===== config.mk =====
export PLATFORM = sky130hd
export DESIGN_NAME = fetch_issue
export DESIGN_NICKNAME = d
export VERILOG_FILES = /design/src/rtl/fetch_issue_pkg.sv /design/src/rtl/bht_2bit.sv /design/src/rtl/fetch_issue.sv
export SDC_FILE = /design/constraint.sdc
export NUM_CORES = 1
export LEC_CHECK = 0
export ABC_AREA = 1
export CORE_ASPECT_RATIO = 1.4
export CORE_MARGIN = 2
export CORE_UTILIZATION = 35
export DETAILED_ROUTE_END_ITERATION = 6
export SKIP_LAST_GASP = 1
export SYNTH_ARGS = -nofsm -noshare
export SYNTH_HDL_FRONTEND = slang
export SYNTH_SLANG_ARGS = --single-unit

===== constraint.sdc =====
create_clock -name CLK -period 13.85 [get_ports CLK]
set_clock_uncertainty 0.2 [all_clocks]
set_input_delay 2.0775 -clock CLK [delete_from_list [all_inputs] [get_ports CLK]]
set_output_delay 2.0775 -clock CLK [all_outputs]
set_load 0.01 [all_outputs]

===== src/rtl/fetch_issue_pkg.sv =====
// Shared constants for the fetch/issue stage: branch opcodes, FSM encoding
// and the branch-history counter reset value.
package fetch_issue_pkg;

  localparam logic [5:0] OP_BEQ  = 6'd4;
  localparam logic [5:0] OP_BNE  = 6'd5;
  localparam logic [5:0] OP_BLEZ = 6'd6;
  localparam logic [5:0] OP_BGTZ = 6'd7;

  typedef enum logic [1:0] {
    FETCH = 2'd0,
    HOLD  = 2'd1,
    DRAIN = 2'd2
  } state_t;

  localparam logic [1:0] BHT_INIT = 2'b01;

  function automatic logic is_cond_br(input logic [5:0] opcode);
    return (opcode == OP_BEQ) || (opcode == OP_BNE) ||
           (opcode == OP_BLEZ) || (opcode == OP_BGTZ);
  endfunction

endpackage


===== src/rtl/bht_2bit.sv =====
// Branch history table of 2-bit saturating counters: combinational lookup,
// clocked training, all entries return to weakly-not-taken on reset.
module bht_2bit
  import fetch_issue_pkg::*;
#(
  parameter int BHT_BITS = 6
) (
  input  logic                clk,
  input  logic                rst,
  input  logic [BHT_BITS-1:0] rd_idx,
  output logic [1:0]          rd_ctr,
  input  logic                wr_en,
  input  logic [BHT_BITS-1:0] wr_idx,
  input  logic                wr_taken
);

  localparam int ENTRIES = 1 << BHT_BITS;

  logic [1:0] ctr_q [ENTRIES];

  function automatic logic [1:0] sat_step(input logic [1:0] ctr, input logic taken);
    if (taken)
      return (ctr == 2'b11) ? ctr : ctr + 2'd1;
    else
      return (ctr == 2'b00) ? ctr : ctr - 2'd1;
  endfunction

  always_ff @(posedge clk or posedge rst) begin
    if (rst) begin
      for (int i = 0; i < ENTRIES; i++) ctr_q[i] <= BHT_INIT;
    end else if (wr_en) begin
      ctr_q[wr_idx] <= sat_step(ctr_q[wr_idx], wr_taken);
    end
  end

  // Read sees the pre-update value when it collides with a write.
  assign rd_ctr = ctr_q[rd_idx];

endmodule


===== src/rtl/fetch_issue.sv =====
// Instruction fetch stage: owns the PC, runs the req/ready imem handshake,
// predicts conditional branches from the BHT and feeds the IF/ID register.
module fetch_issue
  import fetch_issue_pkg::*;
#(
  parameter logic [31:0] RESET_PC = 32'h0040_0000,
  parameter int          BHT_BITS = 6
) (
  input  logic        CLK,
  input  logic        RESET,
  input  logic        STALL,
  output logic [31:0] Imem_addr_OUT,
  output logic        Imem_req_OUT,
  input  logic        Imem_ready_IN,
  input  logic [31:0] Imem_data_IN,
  input  logic        Redirect_valid_IN,
  input  logic [31:0] Redirect_PC_IN,
  input  logic        Update_valid_IN,
  input  logic [31:0] Update_PC_IN,
  input  logic        Update_taken_IN,
  output logic        Instr_valid_OUT,
  output logic [31:0] Instr1_OUT,
  output logic [31:0] Instr_PC_OUT,
  output logic [31:0] Instr_PC_Plus4_OUT,
  output logic        Branch_prediction_OUT,
  output logic [1:0]  Branch_predictions_OUT
);

  state_t      state;
  logic [31:0] pc;
  logic [31:0] addr_q;
  logic [31:0] hold_word;
  logic        hold_pred;
  logic [1:0]  hold_ctr;

  logic [1:0]  ctr;
  logic [31:0] cur_word;
  logic        cur_pred;
  logic [1:0]  cur_ctr;
  logic [31:0] next_pc;
  logic        fetch_hit;
  logic        present;

  function automatic logic [31:0] branch_target(input logic [31:0] base, input logic [15:0] imm);
    logic signed [31:0] offset;
    offset = {{14{imm[15]}}, imm, 2'b00};
    return base + 32'd4 + offset;
  endfunction

  bht_2bit #(.BHT_BITS(BHT_BITS)) u_bht (
    .clk      (CLK),
    .rst      (RESET),
    .rd_idx   (pc[BHT_BITS+1:2]),
    .rd_ctr   (ctr),
    .wr_en    (Update_valid_IN),
    .wr_idx   (Update_PC_IN[BHT_BITS+1:2]),
    .wr_taken (Update_taken_IN)
  );

  logic unused_upd_bits;
  assign unused_upd_bits = &{1'b0, Update_PC_IN[31:BHT_BITS+2], Update_PC_IN[1:0]};

  assign fetch_hit = (state == FETCH) && Imem_ready_IN;

  // In HOLD the PC register is frozen, so it still names the held word.
  always_comb begin
    cur_word = hold_word;
    cur_pred = hold_pred;
    cur_ctr  = hold_ctr;
    if (state != HOLD) begin
      cur_word = Imem_data_IN;
      cur_ctr  = ctr;
      cur_pred = is_cond_br(Imem_data_IN[31:26]) & ctr[1];
    end
  end

  assign next_pc = cur_pred ? branch_target(pc, cur_word[15:0]) : pc + 32'd4;
  assign present = !RESET && !Redirect_valid_IN && (fetch_hit || (state == HOLD));

  assign Imem_req_OUT           = !RESET && (state != HOLD);
  assign Imem_addr_OUT          = addr_q;
  assign Instr_valid_OUT        = present;
  assign Instr1_OUT             = present ? cur_word : '0;
  assign Instr_PC_OUT           = present ? pc : '0;
  assign Instr_PC_Plus4_OUT     = present ? pc + 32'd4 : '0;
  assign Branch_prediction_OUT  = present & cur_pred;
  assign Branch_predictions_OUT = present ? cur_ctr : 2'b00;

  // Hold buffer: pure data, only meaningful while state is HOLD.
  always_ff @(posedge CLK) begin
    if (fetch_hit) begin
      hold_word <= Imem_data_IN;
      hold_pred <= cur_pred;
      hold_ctr  <= ctr;
    end
  end

  always_ff @(posedge CLK or posedge RESET) begin
    if (RESET) begin
      state  <= FETCH;
      pc     <= RESET_PC;
      addr_q <= RESET_PC;
    end else if (Redirect_valid_IN) begin
      pc <= Redirect_PC_IN;
      case (state)
        FETCH: begin
          // An issued request cannot change address; drain it first.
          if (Imem_ready_IN) addr_q <= Redirect_PC_IN;
          else               state  <= DRAIN;
        end
        HOLD: begin
          state  <= FETCH;
          addr_q <= Redirect_PC_IN;
        end
        default: ;
      endcase
    end else begin
      case (state)
        FETCH: begin
          if (Imem_ready_IN) begin
            if (STALL) begin
              state <= HOLD;
            end else begin
              pc     <= next_pc;
              addr_q <= next_pc;
            end
          end
        end
        HOLD: begin
          if (!STALL) begin
            state  <= FETCH;
            pc     <= next_pc;
            addr_q <= next_pc;
          end
        end
        DRAIN: begin
          if (Imem_ready_IN) begin
            state  <= FETCH;
            addr_q <= pc;
          end
        end
        default: state <= FETCH;
      endcase
    end
  end

endmodule


After elaboration in Yosys (flattened, before gate mapping)
Cells that the tools add are included.
{"block": "op_classes", "n_div": 0, "n_mul": 0, "mux": 40, "n_addsub": 4, "magnitude_cmp": 3, "reduce_logical": 18, "n_eq_ne": 15, "n_shift": 0, "bitwise": 4}
{"cell": "$mux W32", "n": 13}
{"cell": "$bwmux W128", "n": 1}
{"cell": "$pmux W32 S2", "n": 2}
{"cell": "$pmux W32 S3", "n": 1}
{"cell": "$mux W2", "n": 17}
{"cell": "$add A32 B3 Y32 const B", "n": 1}
{"cell": "$add A32 B32 Y32", "n": 1}
{"cell": "$bmux W2 S6", "n": 2}
{"cell": "$eq A6 B3 Y1 const B", "n": 4}
{"cell": "$ne A3 B3 Y1 const B", "n": 5}
{"cell": "$ge A7 B7 Y1 const B", "n": 2}
{"cell": "$not A6 Y7", "n": 2}
{"cell": "$demux W2 S6", "n": 1}
{"cell": "$lt A7 B1 Y1 const B", "n": 1}
{"cell": "$pmux W2 S3", "n": 1}
{"cell": "$reduce_and A6 Y1", "n": 1}
{"cell": "$reduce_bool A3 Y1", "n": 2}
{"cell": "$logic_and A1 B1 Y1", "n": 5}
{"cell": "$eq A2 B2 Y1 const B", "n": 2}
{"cell": "$logic_not A2 Y1", "n": 2}
{"cell": "$logic_or A1 B1 Y1", "n": 4}
{"cell": "$pmux W2 S2", "n": 1}
{"cell": "$reduce_and A4 Y1", "n": 1}
{"cell": "$ne A3 B1 Y1 const B", "n": 1}
{"cell": "9 further kinds", "n": 11}
{"block": "word_totals", "ramBits": 0, "romBits": 0, "reg_bits": 229, "latch_bits": 0, "mem_count": 0, "word_cells": 154, "input_bits": 103, "output_inout_bits": 133}

Depth between registers and ports, before layout
{"block": "depth", "word_depth": 11, "mapped_depth": 26, "depth_no_buf": 25}

Cells and area by module
From an unflattened synthesis, not the netlist that was laid out.
{"block": "unflattened", "hier_cells": 2726, "area_unflattened_um2": 17150.2}
{"module": "fetch_issue", "cells_per_inst": 1400, "n_inst": 1, "area_per_inst_um2": 8837.2}
{"module": "bht_2bit", "cells_per_inst": 1326, "n_inst": 1, "area_per_inst_um2": 8313.0}

Worst setup path before layout
Ideal clock, no wire load.
{"block": "synth_path", "path_kind": "input -> output", "startpoint": "input Redirect_valid_IN", "endpoint": "output Instr_PC_Plus4_OUT[0]", "cell_stages": 6, "t_arrival_ps": 3643, "path_slack_ps": 7930, "cell_sequence": "nor4_1 > inv_2 > clkbuf_1 > buf_1 > nor2_1 > buf_4"}
{"block": "synth_via", "elab_chain_len": 4}
{"item": "from (decl)", "line": "fetch_issue.sv:16", "source": "input logic Redirect_valid_IN,"}
{"item": "$logic_not A1 Y1", "line": "fetch_issue.sv:78", "source": "assign present = !RESET && !Redirect_valid_IN && (fetch_hit || (state == HOLD));"}
{"item": "$logic_and A1 B1 Y1 (2 in a row)", "line": "fetch_issue.sv:78"}
{"item": "$mux W32", "line": "fetch_issue.sv:85", "source": "assign Instr_PC_Plus4_OUT = present ? pc + 32'd4 : '0;"}
{"item": "to (decl)", "line": "fetch_issue.sv:24", "source": "output logic [31:0] Instr_PC_Plus4_OUT,"}
Every way passes these cells.

Worst setup path in the final report
{"block": "layout_path", "startpoint": "input RESET", "endpoint": "output Instr1_OUT[30]"}
{"block": "layout_via", "elab_chain_len": 4}
{"item": "from (decl)", "line": "fetch_issue.sv:10", "source": "input logic RESET,"}
{"item": "$logic_not A1 Y1 (no line)"}
{"item": "$logic_and A1 B1 Y1 (2 in a row)", "line": "fetch_issue.sv:78"}
{"item": "$mux W32", "line": "fetch_issue.sv:83", "source": "assign Instr1_OUT = present ? cur_word : '0;"}
{"item": "to (decl)", "line": "fetch_issue.sv:22", "source": "output logic [31:0] Instr1_OUT,"}
Every way passes these cells.

==> run metrics <==
total nets after synthesis=2672; number of cell rows=just over 90; setup fix buffers added after clock tree synthesis=0; Warnings, synthesis=0; most crowded layer after global routing=met2; average size of a mapped cell=6.45 µm²; worst rel slew slack=17.7%; die height=260 µm; Detail Placement HPWL=between 40 and 50 mm; Critical Path Fanout Max=95; largest cells by area after synthesis=sky130_fd_sc_hd__dfrtp_1, sky130_fd_sc_hd__nand2_1, sky130_fd_sc_hd__dfstp_2, sky130_fd_sc_hd__nor2_1, sky130_fd_sc_hd__inv_1; buffer depth of the longest clock path=3; startpoint of the worst-slack reg-to-reg timing path=pc[3]; leakage power=roughly 9.4 nW; sequential cell area=5990 µm²; highest-delay cell along the critical path=sky130_fd_sc_hd__nor4_1; effective utilization at floorplan=35.5%; number of library cell types mapped by synthesis=48; sequential share of the synthesized area=36.6%; cells along the critical path=clkdlybuf4s50_1 -> nor4_1 -> clkinv_2 -> buf_4 -> a21oi_1 -> clkdlybuf4s50_1; clock slew at the register clock pins of the worst setup and hold paths=0.06 ns; routability congestion estimate=0.933; most instantiated library cell after synthesis=sky130_fd_sc_hd__nand2_1; wire length of the first global-routing pass=96.3 mm; Die Footprint=48500 µm²; internal power=2.01 mW; class of the tightest hold or removal check=flop to flop; synth-to-layout area growth=20.6%; Final Hold Viols=0; number of maximum-capacitance violations=0; total net switching power=between 1.5 and 2 mW; largest stage delay on the critical path=0.75 ns; TritonCTS clock tree=yes; run status=finished, final reports clean; Reg power frac=25.3%; Placeable Area=46100 µm²; DRT Wirelength=61.7 mm; Req. time, crit path=between 10 and 15 ns; die width=187 µm; endpoint type of the worst setup path=output pin; pin count of the biggest net entering global routing=130; met2 track utilization from global routing=46.5%; synthesized area=16300 µm²; Resize count post-CTS=0; root cell of the clock tree=sky130_fd_sc_hd__clkbuf_16; antenna violations before repair=1; share of cells above drive strength 1=6.19%; Post-route DRC=0; final core occ=approximately 43%; remaining global-route overflow=0; Post-Layout Inst Area=19700 µm²; clock share of power=between 15 and 20%; #FFs+latches synth=229; met1 global-route usage=28.6%; routed wirelength normalized by instance count=about 19 µm; multi-input gate area in the final layout=about 8600 µm²; worst-skew pair later-pin latency=0.56 ns; total of endpoints with negative setup slack in the final report=0; transition time at the pin with the least slew margin=roughly 1.2 ns; placed cell area=between 15000 and 20000 µm²; final total negative setup slack=0 ns; hold-fix buffers at CTS=0; number of DRC markers in iteration 0=1238; fill cell total of the finished layout=4920; number of max-slew violations in the final report=0; total number of cells along the worst setup path=6; number of synthesized flops with an enable pin=35; Sw Ratio=49.1%; setup repair after global routing missed its margin=false; H-tree lvl count=1; via/cell ratio=5.22; net total in the final layout=2819; type of the worst setup path=primary input to output pin; most numerous cell on the critical path=sky130_fd_sc_hd__clkdlybuf4s50_1; PwrDens=roughly 200 nW/µm²; list of most frequent post-synthesis cells=sky130_fd_sc_hd__nand2_1, sky130_fd_sc_hd__nor2_1, sky130_fd_sc_hd__inv_1; Critical Path End=Instr1_OUT[30]; Highest Clock Rate=140 MHz; number of ports placed on the die boundary=236; period utilization=51.7%; slack of the worst reg-to-reg path=8.69 ns; Cells after Synth=2532; proportion of netlist area held by the largest area contributor=19.6%; Clock Sinks=~230; cell family contributing the most delay on the critical path=buffers and inverters; Async SR Flop Fraction=84.7%; share of total power in combinational logic=57.6%; cts bufs inserted=27; GRT Total Usage=25.0%; GRT met3 Usage=2.87%; most area-hungry cell type in the Yosys netlist=sky130_fd_sc_hd__dfrtp_1; CP startpoint kind=primary input; worst path buffer plus inverter count=4; shortest clock period the worst path allows after layout=roughly 7.2 ns; arrival time at the worst endpoint=4.88 ns; beginning of the critical path=RESET; Worst R2R Path Depth=24; terminus of the critical flop-to-flop path=Imem_addr_OUT[26]; vias in the first global route=17300; leading register cell type out of synthesis=sky130_fd_sc_hd__dfrtp_1; number of routed nets with antenna violations=0; Pre-Repair DR Iteration Count=6; total number of vias=17300; # port buffers=209; worst ir drop on vdd=129 µV
[registers in the layout, summed over array words and instances (netlist names)]
name / count
hold_word: 32
hold_pred: 1
pc: 32
state: 2
Imem_addr_OUT: 32
u_bht.ctr_q: 128
hold_ctr: 2
[kinds of logic (layout without fill, tap and decap cells)]
| family | Yosys count | count (layout) | share of synthesized area (%) |
|---|---|---|---|
| flops | 229 | 229 | 36.6 |
| compound gates | 355 | 355 | 12.0 |
| fa+ha+maj | 37 | 37 | 2.88 |
| simple gates | 1407 | 1407 | 35.2 |
| xor+xnor | 43 | 43 | 2.30 |
| buf+inv | 461 | 628 | 11.0 |
| other cells | 0 | 1 | 0 |
[cells in the final DEF (no fill, tap or decap), drive strengths merged, types with 3 or more instances in the layout]
master         Yosys  final
a21o               5      5
a21oi            154    154
a221oi             6      6
a22oi             11     11
and2               3      3
buf               52     21
clkbuf            59     42
clkdlybuf4s50      0    208
clkinv             3     11
dfrtp            128    128
dfstp             66     66
edfxtp            35     35
ha                36     36
inv              347    346
nand2            778    778
nand3            208    208
nand4             18     18
nor2             347    347
nor3              31     31
nor4               5      5
o211ai            13     13
o21ai            125    125
o21bai             3      3
o221ai             5      5
o22ai             19     19
o2bb2ai            3      3
or2               14     14
xnor2              5      5
xor2              38     38
[per-stage QoR]
step | setup slack (ns) | instances | total power, mW | hold WS [ns]
floorplan | 6.40 | 2532 | 2.49 | 0.247
global placement | 6.70 | 3267 | 3.26 | 0.253
detailed placement | 6.65 | 3267 | 3.28 | 0.259
CTS | 6.64 | 3316 | 3.97 | 0.267
global route | 6.43 | 3317 | 4.28 | 0.288
finish | 6.70 | 3317 | 3.96 | 0.265
[final cells by class]
type,count,area share [%]
multi-input combinational,1842,43.6
sequential,229,30.4
timing repair buffer,229,11.4
inverter,350,6.71
tap,617,3.92
clock buffer,42,3.87
clock inverter,7,0.178
antenna,1,0.0127
[power groups by stage]
stage	clock (mW)	sequential [mW]	combinational [mW]
finish	0.675	1.00	2.28
global route	0.720	1.02	2.53
CTS	0.692	0.999	2.28
detailed placement	0	1.01	2.27
global placement	0	1.00	2.25
floorplan	0	0.980	1.51
[worst min-delay path by stage]
| stage | endpoint | slack [ns] | from | cells after the start |
|---|---|---|---|---|
| 4_1_cts | u_bht.ctr_q[92] | 0.27 | u_bht.ctr_q[92] | 2 |
| 3_5_place_dp | u_bht.ctr_q[92] | 0.26 | u_bht.ctr_q[92] | 2 |
| 2_1_floorplan | u_bht.ctr_q[106] | 0.25 | u_bht.ctr_q[106] | 2 |
| 5_1_grt | u_bht.ctr_q[84] | 0.29 | u_bht.ctr_q[84] | 2 |
| 3_3_place_gp | u_bht.ctr_q[84] | 0.25 | u_bht.ctr_q[84] | 2 |
| 6_report | u_bht.ctr_q[92] | 0.27 | u_bht.ctr_q[92] | 2 |
[layer usage]
| metal | vias to the layer above | part of all wire [%] |
|---|---|---|
| li1 | 8306 | - |
| met1 | 8194 | 39 |
| met2 | 648 | 51 |
| met3 | 152 | 6.0 |
| met4 | 0 | 4.4 |
| met5 | - | 0 |
[tightest hold or removal path: stages (launching register included)]
cell and delay [ns]:
sky130_fd_sc_hd__dfstp_2 0.37, sky130_fd_sc_hd__nand2_1 0.05, sky130_fd_sc_hd__nand2_1 0.04
Note: power is estimated with default switching activity, not from simulation.
